--- src/rtl/ahb_pkg.sv ---
// Shared AHB definitions: transfer-type encodings, response codes, transfer
// size encodings, and a helper that classifies an address phase as legal or
// erroring for a given data-bus width.
package ahb_pkg;

  typedef enum logic [1:0] {
    TRANS_IDLE   = 2'd0,
    TRANS_BUSY   = 2'd1,
    TRANS_NONSEQ = 2'd2,
    TRANS_SEQ    = 2'd3
  } trans_e;

  localparam logic RESP_OKAY  = 1'b0;
  localparam logic RESP_ERROR = 1'b1;

  localparam logic [2:0] SIZE_BYTE  = 3'd0;
  localparam logic [2:0] SIZE_HALF  = 3'd1;
  localparam logic [2:0] SIZE_WORD  = 3'd2;
  localparam logic [2:0] SIZE_DWORD = 3'd3;

  // A transfer is in error when it is wider than the bus or when the address
  // is not aligned to the transfer size. Sizes above 3 are always rejected
  // first, so only three low address bits ever matter for alignment.
  function automatic logic xfer_error(input logic [2:0] size,
                                      input logic [2:0] addr_lo,
                                      input logic [2:0] max_size);
    logic [2:0] mask;
    mask = '0;
    if (size > max_size) begin
      return 1'b1;
    end
    mask = 3'((4'd1 << size) - 4'd1);
    return |(addr_lo & mask);
  endfunction

endpackage

--- src/rtl/ahb_byte_lanes.sv ---
// Byte-lane strobe generator.
// Ports:
//   size    - transfer size, log2 of bytes
//   addr_lo - byte offset of the transfer within the data word
//   strb    - one bit per byte lane, set for every lane the transfer touches
module ahb_byte_lanes
  import ahb_pkg::*;
#(
  parameter int unsigned DataWidth = 32
) (
  input  logic [2:0]                       size,
  input  logic [$clog2(DataWidth/8)-1:0]   addr_lo,
  output logic [DataWidth/8-1:0]           strb
);

  localparam int unsigned Lanes    = DataWidth / 8;
  localparam int unsigned ByteIdxW = $clog2(Lanes);

  // A lane is enabled when it falls in the same size-aligned block as the
  // transfer address; shifting both by size discards the in-block offset.
  always_comb begin
    strb = '0;
    for (int unsigned i = 0; i < Lanes; i++) begin
      if ((ByteIdxW'(i) >> size) == (addr_lo >> size)) begin
        strb[i] = 1'b1;
      end
    end
  end

endmodule

--- src/rtl/ahb_sram_subordinate.sv ---
// AHB subordinate backed by a small register-file SRAM.
// Ports:
//   clk, reset  - rising-edge clock, synchronous active-high reset
//   sel         - decoder select for this subordinate
//   addr, trans, write, size - address-phase signals
//   wdata       - data-phase write data
//   readyIn     - bus-level ready qualifying the address phase
//   rdata       - read data (zero except in the read completion cycle)
//   readyOut    - transfer done from this subordinate
//   resp        - OKAY (0) / ERROR (1)
module ahb_sram_subordinate
  import ahb_pkg::*;
#(
  parameter int unsigned DataWidth  = 32,
  parameter int unsigned AddrWidth  = 32,
  parameter int unsigned Depth      = 16,
  parameter int unsigned WaitStates = 0
) (
  input  logic                 clk,
  input  logic                 reset,
  input  logic                 sel,
  input  logic [AddrWidth-1:0] addr,
  input  logic [1:0]           trans,
  input  logic                 write,
  input  logic [2:0]           size,
  input  logic [DataWidth-1:0] wdata,
  input  logic                 readyIn,
  output logic [DataWidth-1:0] rdata,
  output logic                 readyOut,
  output logic                 resp
);

  localparam int unsigned Lanes    = DataWidth / 8;
  localparam int unsigned ByteIdxW = $clog2(Lanes);
  localparam int unsigned IdxW     = $clog2(Depth);
  localparam logic [2:0]  MaxSize  = 3'(ByteIdxW);
  localparam logic [2:0]  WaitLoad = 3'((WaitStates == 0) ? 0 : WaitStates - 1);

  typedef enum logic [2:0] {
    S_IDLE,
    S_WAIT,
    S_DONE,
    S_ERR1,
    S_ERR2
  } state_e;

  state_e               state_q, state_d;
  logic [2:0]           wcnt_q, wcnt_d;
  logic                 write_q;
  logic [2:0]           size_q;
  logic [ByteIdxW-1:0]  lo_q;
  logic [IdxW-1:0]      idx_q;
  logic [DataWidth-1:0] mem [Depth];
  logic [Lanes-1:0]     strb;
  logic                 take;
  logic                 err_in;
  trans_e               trans_t;
  logic                 unused_addr;

  assign trans_t     = trans_e'(trans);
  // Address bits above the word index are deliberately ignored (wrap).
  assign unused_addr = ^addr;
  assign err_in      = xfer_error(size, addr[2:0], MaxSize);

  // New address phases are only taken while the previous transfer is in its
  // final (ready-high) cycle or the bus is idle.
  assign take = sel && readyIn
             && (trans_t == TRANS_NONSEQ || trans_t == TRANS_SEQ)
             && (state_q == S_IDLE || state_q == S_DONE || state_q == S_ERR2);

  ahb_byte_lanes #(
    .DataWidth (DataWidth)
  ) u_lanes (
    .size    (size_q),
    .addr_lo (lo_q),
    .strb    (strb)
  );

  always_comb begin
    state_d  = state_q;
    wcnt_d   = wcnt_q;
    readyOut = 1'b1;
    resp     = RESP_OKAY;
    rdata    = '0;

    case (state_q)
      S_WAIT: begin
        readyOut = 1'b0;
      end
      S_DONE: begin
        if (!write_q) begin
          rdata = mem[idx_q];
        end
      end
      S_ERR1: begin
        readyOut = 1'b0;
        resp     = RESP_ERROR;
      end
      S_ERR2: begin
        resp = RESP_ERROR;
      end
      default: ;
    endcase

    if (take) begin
      wcnt_d = WaitLoad;
      if (err_in) begin
        state_d = S_ERR1;
      end else if (WaitStates > 0) begin
        state_d = S_WAIT;
      end else begin
        state_d = S_DONE;
      end
    end else begin
      case (state_q)
        S_WAIT: begin
          if (wcnt_q == '0) begin
            state_d = S_DONE;
          end else begin
            wcnt_d = wcnt_q - 3'd1;
          end
        end
        S_ERR1:  state_d = S_ERR2;
        default: state_d = S_IDLE;
      endcase
    end
  end

  always_ff @(posedge clk) begin
    if (reset) begin
      state_q <= S_IDLE;
      wcnt_q  <= '0;
      write_q <= 1'b0;
      size_q  <= '0;
      lo_q    <= '0;
      idx_q   <= '0;
      for (int unsigned i = 0; i < Depth; i++) begin
        mem[i] <= '0;
      end
    end else begin
      state_q <= state_d;
      wcnt_q  <= wcnt_d;
      if (take) begin
        write_q <= write;
        size_q  <= size;
        lo_q    <= addr[ByteIdxW-1:0];
        idx_q   <= addr[ByteIdxW +: IdxW];
      end
      // Errored transfers never reach DONE, so storage is untouched for them.
      if (state_q == S_DONE && write_q) begin
        for (int unsigned b = 0; b < Lanes; b++) begin
          if (strb[b]) begin
            mem[idx_q][8*b +: 8] <= wdata[8*b +: 8];
          end
        end
      end
    end
  end

endmodule

--- config.mk ---
export PLATFORM = sky130hd
export DESIGN_NAME = ahb_sram_subordinate
export DESIGN_NICKNAME = d
export VERILOG_FILES = /design/src/rtl/ahb_pkg.sv /design/src/rtl/ahb_byte_lanes.sv /design/src/rtl/ahb_sram_subordinate.sv
export SDC_FILE = /design/constraint.sdc
export NUM_CORES = 1
export LEC_CHECK = 0
export ABC_AREA = 0
export CAP_MARGIN = 20
export CORE_MARGIN = 2
export CORE_UTILIZATION = 38
export CTS_CLUSTER_SIZE = 30
export DETAILED_ROUTE_END_ITERATION = 6
export GPL_TIMING_DRIVEN = 0
export SLEW_MARGIN = 20
export SYNTH_ARGS = -nofsm -noshare
export SYNTH_HDL_FRONTEND = slang
export SYNTH_SLANG_ARGS = --single-unit
--- constraint.sdc ---
create_clock -name clk -period 3.3 [get_ports clk]
set_input_delay 0.66 -clock clk [delete_from_list [all_inputs] [get_ports clk]]
set_output_delay 0.66 -clock clk [all_outputs]
set_load 0.01 [all_outputs]
Word level (Yosys, flattened, before mapping) --
Memory sizes are Yosys's and may differ from the RTL's. A register that Yosys moved wholly into a read port is not among the register bits. Index checks and enable logic that the tools add are counted.
Word-level totals: register bits after elaboration 16, bits in writable memories 512, bits of input ports 74, output and inout bits 34, logic and storage cells 82, memories 1
Cells by class: add/sub/neg operators 2, $lt $le $gt $ge 1, eq/ne operators 11, shift-type cells 6, mux-type cells 38, bitwise gates (word level) 2, reductions and logical operators 15
Memories:
- mem | depth 16, width 32, rd ports 1, clocked after Yosys merged registers in 1, wr ports 16, RTL line ahb_sram_subordinate.sv:53 | logic [DataWidth-1:0] mem [Depth];
Operator list (number):
- 32-bit two-way mux | 3
- 32-bit OR reduction | 1
- 1-bit two-way mux | 28
- 4-bit two-way mux | 4
- 2-bit == test | 4
- 3-bit by 2-bit == test with 1-bit output, second input constant | 2
- 3-bit logical NOT | 2
- 3-bit two-way mux | 2
- 3-bit one-hot mux with 2 select lines | 1
- 2-bit OR reduction | 3
- 1-bit by 3-bit right shift with 2-bit output, first input constant | 2
- 2-bit by 3-bit right shift with 2-bit output, first input constant | 2
- 3-bit by 1-bit subtractor with 3-bit output, second input constant | 2
- 2-bit == test, second input constant | 2
- 1-bit logical AND | 4
- 3-bit bitwise AND | 1
- 3-bit by 1-bit == test with 1-bit output, second input constant | 1
- 3-bit == test, second input constant | 1
- 3-bit by 2-bit > comparator with 1-bit output, second input constant | 1
- 1-bit logical OR | 3
- 3-bit inequality test, second input constant | 1
- 3-bit OR reduction | 1
- 1-bit by 3-bit << shifter with 3-bit output, first input constant | 1
- 2-bit by 3-bit right shift with 2-bit output | 1
- 2 further kinds | 2

Depth between registers and ports, before layout --
Gate-level depths: netlist (run 1).
depth after elaboration 9, depth in mapped cells 7, gate-level depth less buffers 7

By module --
A second synthesis (run 1) with hierarchy kept.
Second synthesis, totals: cells, all modules 1589, area, all modules 24145.7 um2
By module, submodules not included:
- ahb_sram_subordinate | instances 1, cells an instance 1581, area each 24103.1 um2, sequential area each 15775.1 um2
- ahb_byte_lanes | instances 1, cells an instance 8, area each 42.5 um2, sequential area each 0.0 um2

Worst setup path before layout (run 1) --
Ideal clock, no wire load.
path type reg2out, start point register with a tool-made name, end point output port rdata[10], arrival 1.662 ns, data required time 2.640 ns, slack 0.978 ns, stages on the path, launching flop included 6, path buffers 2, cell sequence dfxtp_1 buf_2 buf_2 mux4_2 a22oi_1 nand2_1
RTL lines:
- end: declaration | RTL line ahb_sram_subordinate.sv:28 | output logic [DataWidth-1:0] rdata,

==> flow_summary.ini, run 1 <==
[final_layout]
layout-drive-gt1-share_pct = 24.2
n_fill_cell = 5658
postLayoutCellArea_mm2 = 0.0289
areaGrowthSynthToFinish_pct = 17.4
multi_input_area_mm2 = 0.00848
antenna-diode-count = 0
regArea_mm2 = 0.0158
nets = 1814

[setup_path]
crit_type = reg -> out
endpoint_kind = output port
critical_path_required_ps = 2640
reg2reg_slack_ps = 140
arrival_ps = 2590
cp-start-kind = flip-flop
crit_fanout = 10

[route]
routed_via_density = 5.33
drt-pass1-iter-count = 5
dr_total_vias = 14000
routed_wl_um = 64700
met1Wirelength_um = 27100
drc = 0
top_layer = met5
dr_wl_met2_um = 31800
drt_iter0_drc = 1224
wire_per_inst_um = 24.6
met3_length_um = 3860
antenna_left = 0

[power]
irDropWorstVdd_v = 0.000374
leakage_nw = 10.3
p_int_mw = 11.5
p_comb_share_pct = 5.8
power_switching_mw = 3.15
swShare_pct = 21.5
pwr-share-clk_pct = 41.9
p_per_area_mw_per_mm2 = 507
sequentialPowerShare_pct = 52.4

[outcome]
status = completed

[timing]
min_period_ps = 3250
hold_viol_final = 0
fmax_ghz = 0.307
tightest_slew_ps = 1100
rsz0062_at_grt = true
finClkSkew_ps = 27.7
maxSlewViolCount = 0
setup_viol = 0
hold_slack_ps = 464
finalCritPeriodShare_pct = 98.6
max_slew_margin_pct = 26.5

[grt]
antenna_found_initial = 2
grt_pass1_vias = 14500
overflow = 0
grt_max_degree = 15
grt_pass1_wl_um = 95200
grt_usage_pct = 19.5

[floorplanning]
die_w_um = 258
core-area_mm2 = 0.0642
fp.dieH_um = 258
start_util_pct = 38.3
rows = 93
die-area_mm2 = 0.0667
ios = 108

[logic_synthesis]
syn_inst = 1589
synth_seq_area_share_pct = 64.2
ys_warn_count = 0
async_flop_share_pct = 0
synth_flop_cell = edfxtp_1
synth.avg_cell_area_um2 = 15.5
yosys_register_bits = 532
synth_area_mm2 = 0.0246
synth_area_leaders = edfxtp_1 (63%), and2_1 (13%), mux4_2 (12%)
synth_edf_count = 512
yosys.cell_types.count = 38
synth_top_area_cell = edfxtp_1
synth_top_area_share_pct = 62.6
synthTopCellsByCount = and2_1 (512), edfxtp_1 (512), mux4_2 (128)
synth_nets = 1666

[cts]
clk_pin_slew_ps = 60
root_buffer = clkbuf_16
holdBufCountCts = 0
htreeDepth = 2
tritoncts.num_buffers = 54
cts_buffer_depth = 3
cts.sinks = 532
clk_latency_ps = 610
cts_tree = yes

[place]
io_buffer_count = 79
place_area_mm2 = 0.0265
gp_congestion = 0.799
dp_hpwl_um = 45200

[min_path]
hold_class = reg -> reg

[flow_run]
cap_violations = 0
[power groups by stage]
stage	registers (mW)	logic (mW)	clock network [mW]
after detailed placement	7.80	0.802	0
after global routing	7.67	0.896	6.43
final	7.66	0.842	6.12
after floorplan	7.77	0.458	0
after global placement	7.78	0.790	0
after CTS	7.66	0.838	6.19
[timing repair]
action / in CTS / in global routing
endpoints found under the setup margin: 32 / 32
resized for setup: 194 / 40
setup buffers: 12 / 2
hold endpoints to repair: 0 / 0
pin swaps: 7 / 7
[worst max-delay path, stage by stage (launching register included)]
cell	delay (ps)
dfxtp_2	360
clkbuf_16	160
buf_12	120
buf_12	160
mux4_2	550
a22oi_2	220
nand2_1	100
dlygate4sd2_1	290
[sequential cells by signal (all words and copies together) (netlist names), named ones only]
register	count
mem	512
idx_q	4
write_q	1
size_q	3
state_q	3
lo_q	2
wcnt_q	3
[area by class of cell]
type / instances / share of cell area (%)
Buffer: 100 / 2.97
Sequential cell: 532 / 54.7
Clock buffer: 79 / 5.40
Multi-Input combinational cell: 949 / 29.4
Inverter: 6 / 0.0781
Tap cell: 855 / 3.71
Clock inverter: 19 / 0.650
Timing Repair Buffer: 94 / 3.12
[cells in the final DEF, fill, tap and decap left out, types with 10 or more instances in the layout]
cell             Yosys  routed
and2_1             512     512
edfxtp_1           512     512
mux4_2             128     128
clkbuf_1            70      64
or2_2               63      63
clkbuf_16            0      58
nand2_1             56      55
clkdlybuf4s50_1      0      47
a22oi_1             64      44
nor3_4              30      32
nor3_2              16      21
a22oi_2              0      20
dfxtp_1             20      18
clkbuf_8             0      17
nor3_1              23      16
buf_4                5      14
a21oi_1             14      14
buf_6                2      11
nor2_1              10      10
[per-stage QoR]
step / setup slack [ps] / util, % / cells / power (mW) / TNS [ps]
after global routing: -13.8 / 44.9 / 2634 / 15.0 / -17.0
after floorplan: 978 / - / 1589 / 8.23 / 0
final: 46.7 / 44.9 / 2634 / 14.6 / 0
after detailed placement: -652 / 41.2 / 2523 / 8.60 / -15050
after CTS: -23.0 / 44.7 / 2631 / 14.7 / -38.4
after global placement: -604 / 41.2 / 2523 / 8.57 / -18930
[routing by layer]
| metal | vias up | track usage [%] |
|---|---|---|
| met2 | 428 | 32.8 |
| li1 | 6206 | - |
| met4 | 2 | 6.41 |
| met3 | 108 | 3.54 |
| met5 | - | 0 |
| met1 | 7298 | 25.8 |
[final timing paths]
kind | start | endpoint | depth (start not counted)
setup / recovery | flip-flop | rdata[1] | 7
hold / removal | size_q[1] | size_q[1] | 2
setup reg to reg | idx_q[2] | mem[15][16] | 4
hold reg to reg | size_q[1] | size_q[1] | 2
[cells by family (layout without fill, tap and decap cells)]
kind of cell / Yosys count / count (layout) / synth area share, %
flops: 532 / 532 / 64.2
buf+inv: 108 / 298 / 2.00
compound gates: 87 / 87 / 2.54
fa+ha+maj: 3 / 3 / 0.153
mux: 128 / 128 / 11.7
simple gates: 730 / 730 / 19.4
xor+xnor: 1 / 1 / 0.0356
No activity file was read; power rests on OpenSTA's default activity.
==> run 2: changes to the inputs <==
--- a/config.mk
+++ b/config.mk
@@ -8,10 +8,12 @@
 export ABC_AREA = 0
 export CAP_MARGIN = 20
 export CORE_MARGIN = 2
-export CORE_UTILIZATION = 38
+export CORE_UTILIZATION = 35
 export CTS_CLUSTER_SIZE = 30
 export DETAILED_ROUTE_END_ITERATION = 6
 export GPL_TIMING_DRIVEN = 0
+export HOLD_SLACK_MARGIN = 0.02
+export RECOVER_POWER = 100
 export SLEW_MARGIN = 20
 export SYNTH_ARGS = -nofsm -noshare
 export SYNTH_HDL_FRONTEND = slang
==> flow_summary.ini, run 2 (synthesis results as in run 1) <==
[final_layout]
largestRegisters = mem x512, idx_q x4
antenna-diode-count = 0
final_common_cell = edfxtp_1
largest_reg_flops = 512
nets = 1807
n_fill_cell = 6391
final_cell_mix = edfxtp_1 (512), and2_0 (439), mux4_2 (128)
layout-drive-gt1-share_pct = 19.7
areaGrowthSynthToFinish_pct = 15.7
regMostFlops = mem
final_util_pct = 40.7

[setup_path]
crit_path_start = state_q[2]
crit_family = simple AND/OR/NAND/NOR gates
crit_type = reg -> out
path_buf_inv = 3
endpoint_kind = output port
arrival_ps = 2580
timing.critical_path.cells = or4b_4, nor3_4, buf_6, buf_12, a22oi_1, nand2_1, clkdlybuf4s15_1
crit_fanout = 10
cp-start-kind = flip-flop
r2r_start = state_q[0]
slowest_stage = or4b_4
critical_path_required_ps = 2640
critPathMaxStageDelay_ps = 600

[power]
p_per_area_mw_per_mm2 = 512
p_total_mw = 14.5
irDropWorstVdd_v = 0.000450
leakage_nw = 9.44

[grt]
grt_usage_pct = 17.9
grt_pass1_vias = 14600
grt_pass1_wl_um = 93600
antenna_found_initial = 1
grt_max_degree = 15
overflow = 0

[route]
routed_via_density = 5.12
drt-pass1-iter-count = 4
drc = 0
wire_per_inst_um = 23.6
drt_iter0_drc = 1098
antenna_left = 0
routed_wl_um = 64000
dr_total_vias = 13900

[timing]
fmax_ghz = 0.309
tightest_slew_ps = 1240
setup_tns_ps = 0
maxSlewViolCount = 0
min_period_ps = 3240
max_slew_margin_pct = 16.5
finalCritPeriodShare_pct = 98.0
hold_viol_final = 0
finClkSkew_ps = 21.9
setup_viol = 0
fin_ws_ps = 64.8

[floorplanning]
ios = 108
die-area_mm2 = 0.0723
fp.dieH_um = 269
rows = 97
start_util_pct = 35.2
die_w_um = 269
core-area_mm2 = 0.0698

[place]
gp_congestion = 0.817
io_buffer_count = 79
place_ws_ps = -586
dp_hpwl_um = 45500

[cts]
root_buffer = clkbuf_16
cts.sinks = 532
cts_tree = yes
clk_pin_slew_ps = 60
tritoncts.num_buffers = 56
holdBufCountCts = 0
clk_latency_ps = 620
htreeDepth = 2
cts_buffer_depth = 3

[min_path]
hold_class = reg -> reg
hold_start = size_q[1]

[flow_run]
cap_violations = 0

[outcome]
status = completed
[run 2: cell type report]
cell class / instances / area, um^2 / area share [%]
Clock buffer: 72 / 1480 / 5.22
Buffer: 100 / 841 / 2.96
Inverter: 6 / 22.5 / 0.0792
Multi-Input combinational cell: 949 / 8070 / 28.4
Clock inverter: 30 / 244 / 0.858
Timing Repair Buffer: 85 / 811 / 2.85
Sequential cell: 532 / 15800 / 55.5
Tap cell: 940 / 1180 / 4.14
[run 2: what timing repair did]
item | in CTS | in global routing
cloned | 1 | 0
pin swaps | 9 | 8
setup buffers | 4 | 1
setup endpoints to repair | 40 | 43
gates resized for setup | 193 | 42
[run 2: power breakdown]
group / internal [mW] / switching (mW) / leakage (nW)
sequential: 7.60 / 0.0633 / 5.44
combinational: 0.306 / 0.494 / 3.17
clock: 3.46 / 2.62 / 0.828
total: 11.4 / 3.18 / 9.44
[run 2: final timing paths]
check | endpoint | slack (ps) | cells past startpoint
worst max-delay path | rdata[2] | 60 | 7
worst min register to register | size_q[1] | 450 | 2
worst max register to register | mem[2][3] | 90 | 5
worst min-delay path | size_q[1] | 450 | 2
[run 2: worst reg2reg max path, cell delays in order, from the launching register on]
cell and delay (ps):
dfxtp_1 380, and4bb_1 330, nand3b_1 260, clkbuf_1 440
nor3_2 700, or2_0 710
[run 2: through the flow]
stage          hold WS, ps  std cells  area [um^2]
2_1_floorplan          436       1589        24600
3_3_place_gp           453       2608        26500
3_5_place_dp           448       2608        26500
4_1_cts                455       2713        28800
5_1_grt                471       2714        28400
6_report               454       2714        28400
[run 2: per-layer routing]
layer  part of all wire, %  wire, um  GRT usage [%]  vias up
met4                   3.1      1990           5.78        0
met3                   5.3      3420           3.28      104
met2                    50     31800           30.7      399
met1                    42     26800           22.9     7215
met5                     0         0              0        -
li1                      -         -              -     6186
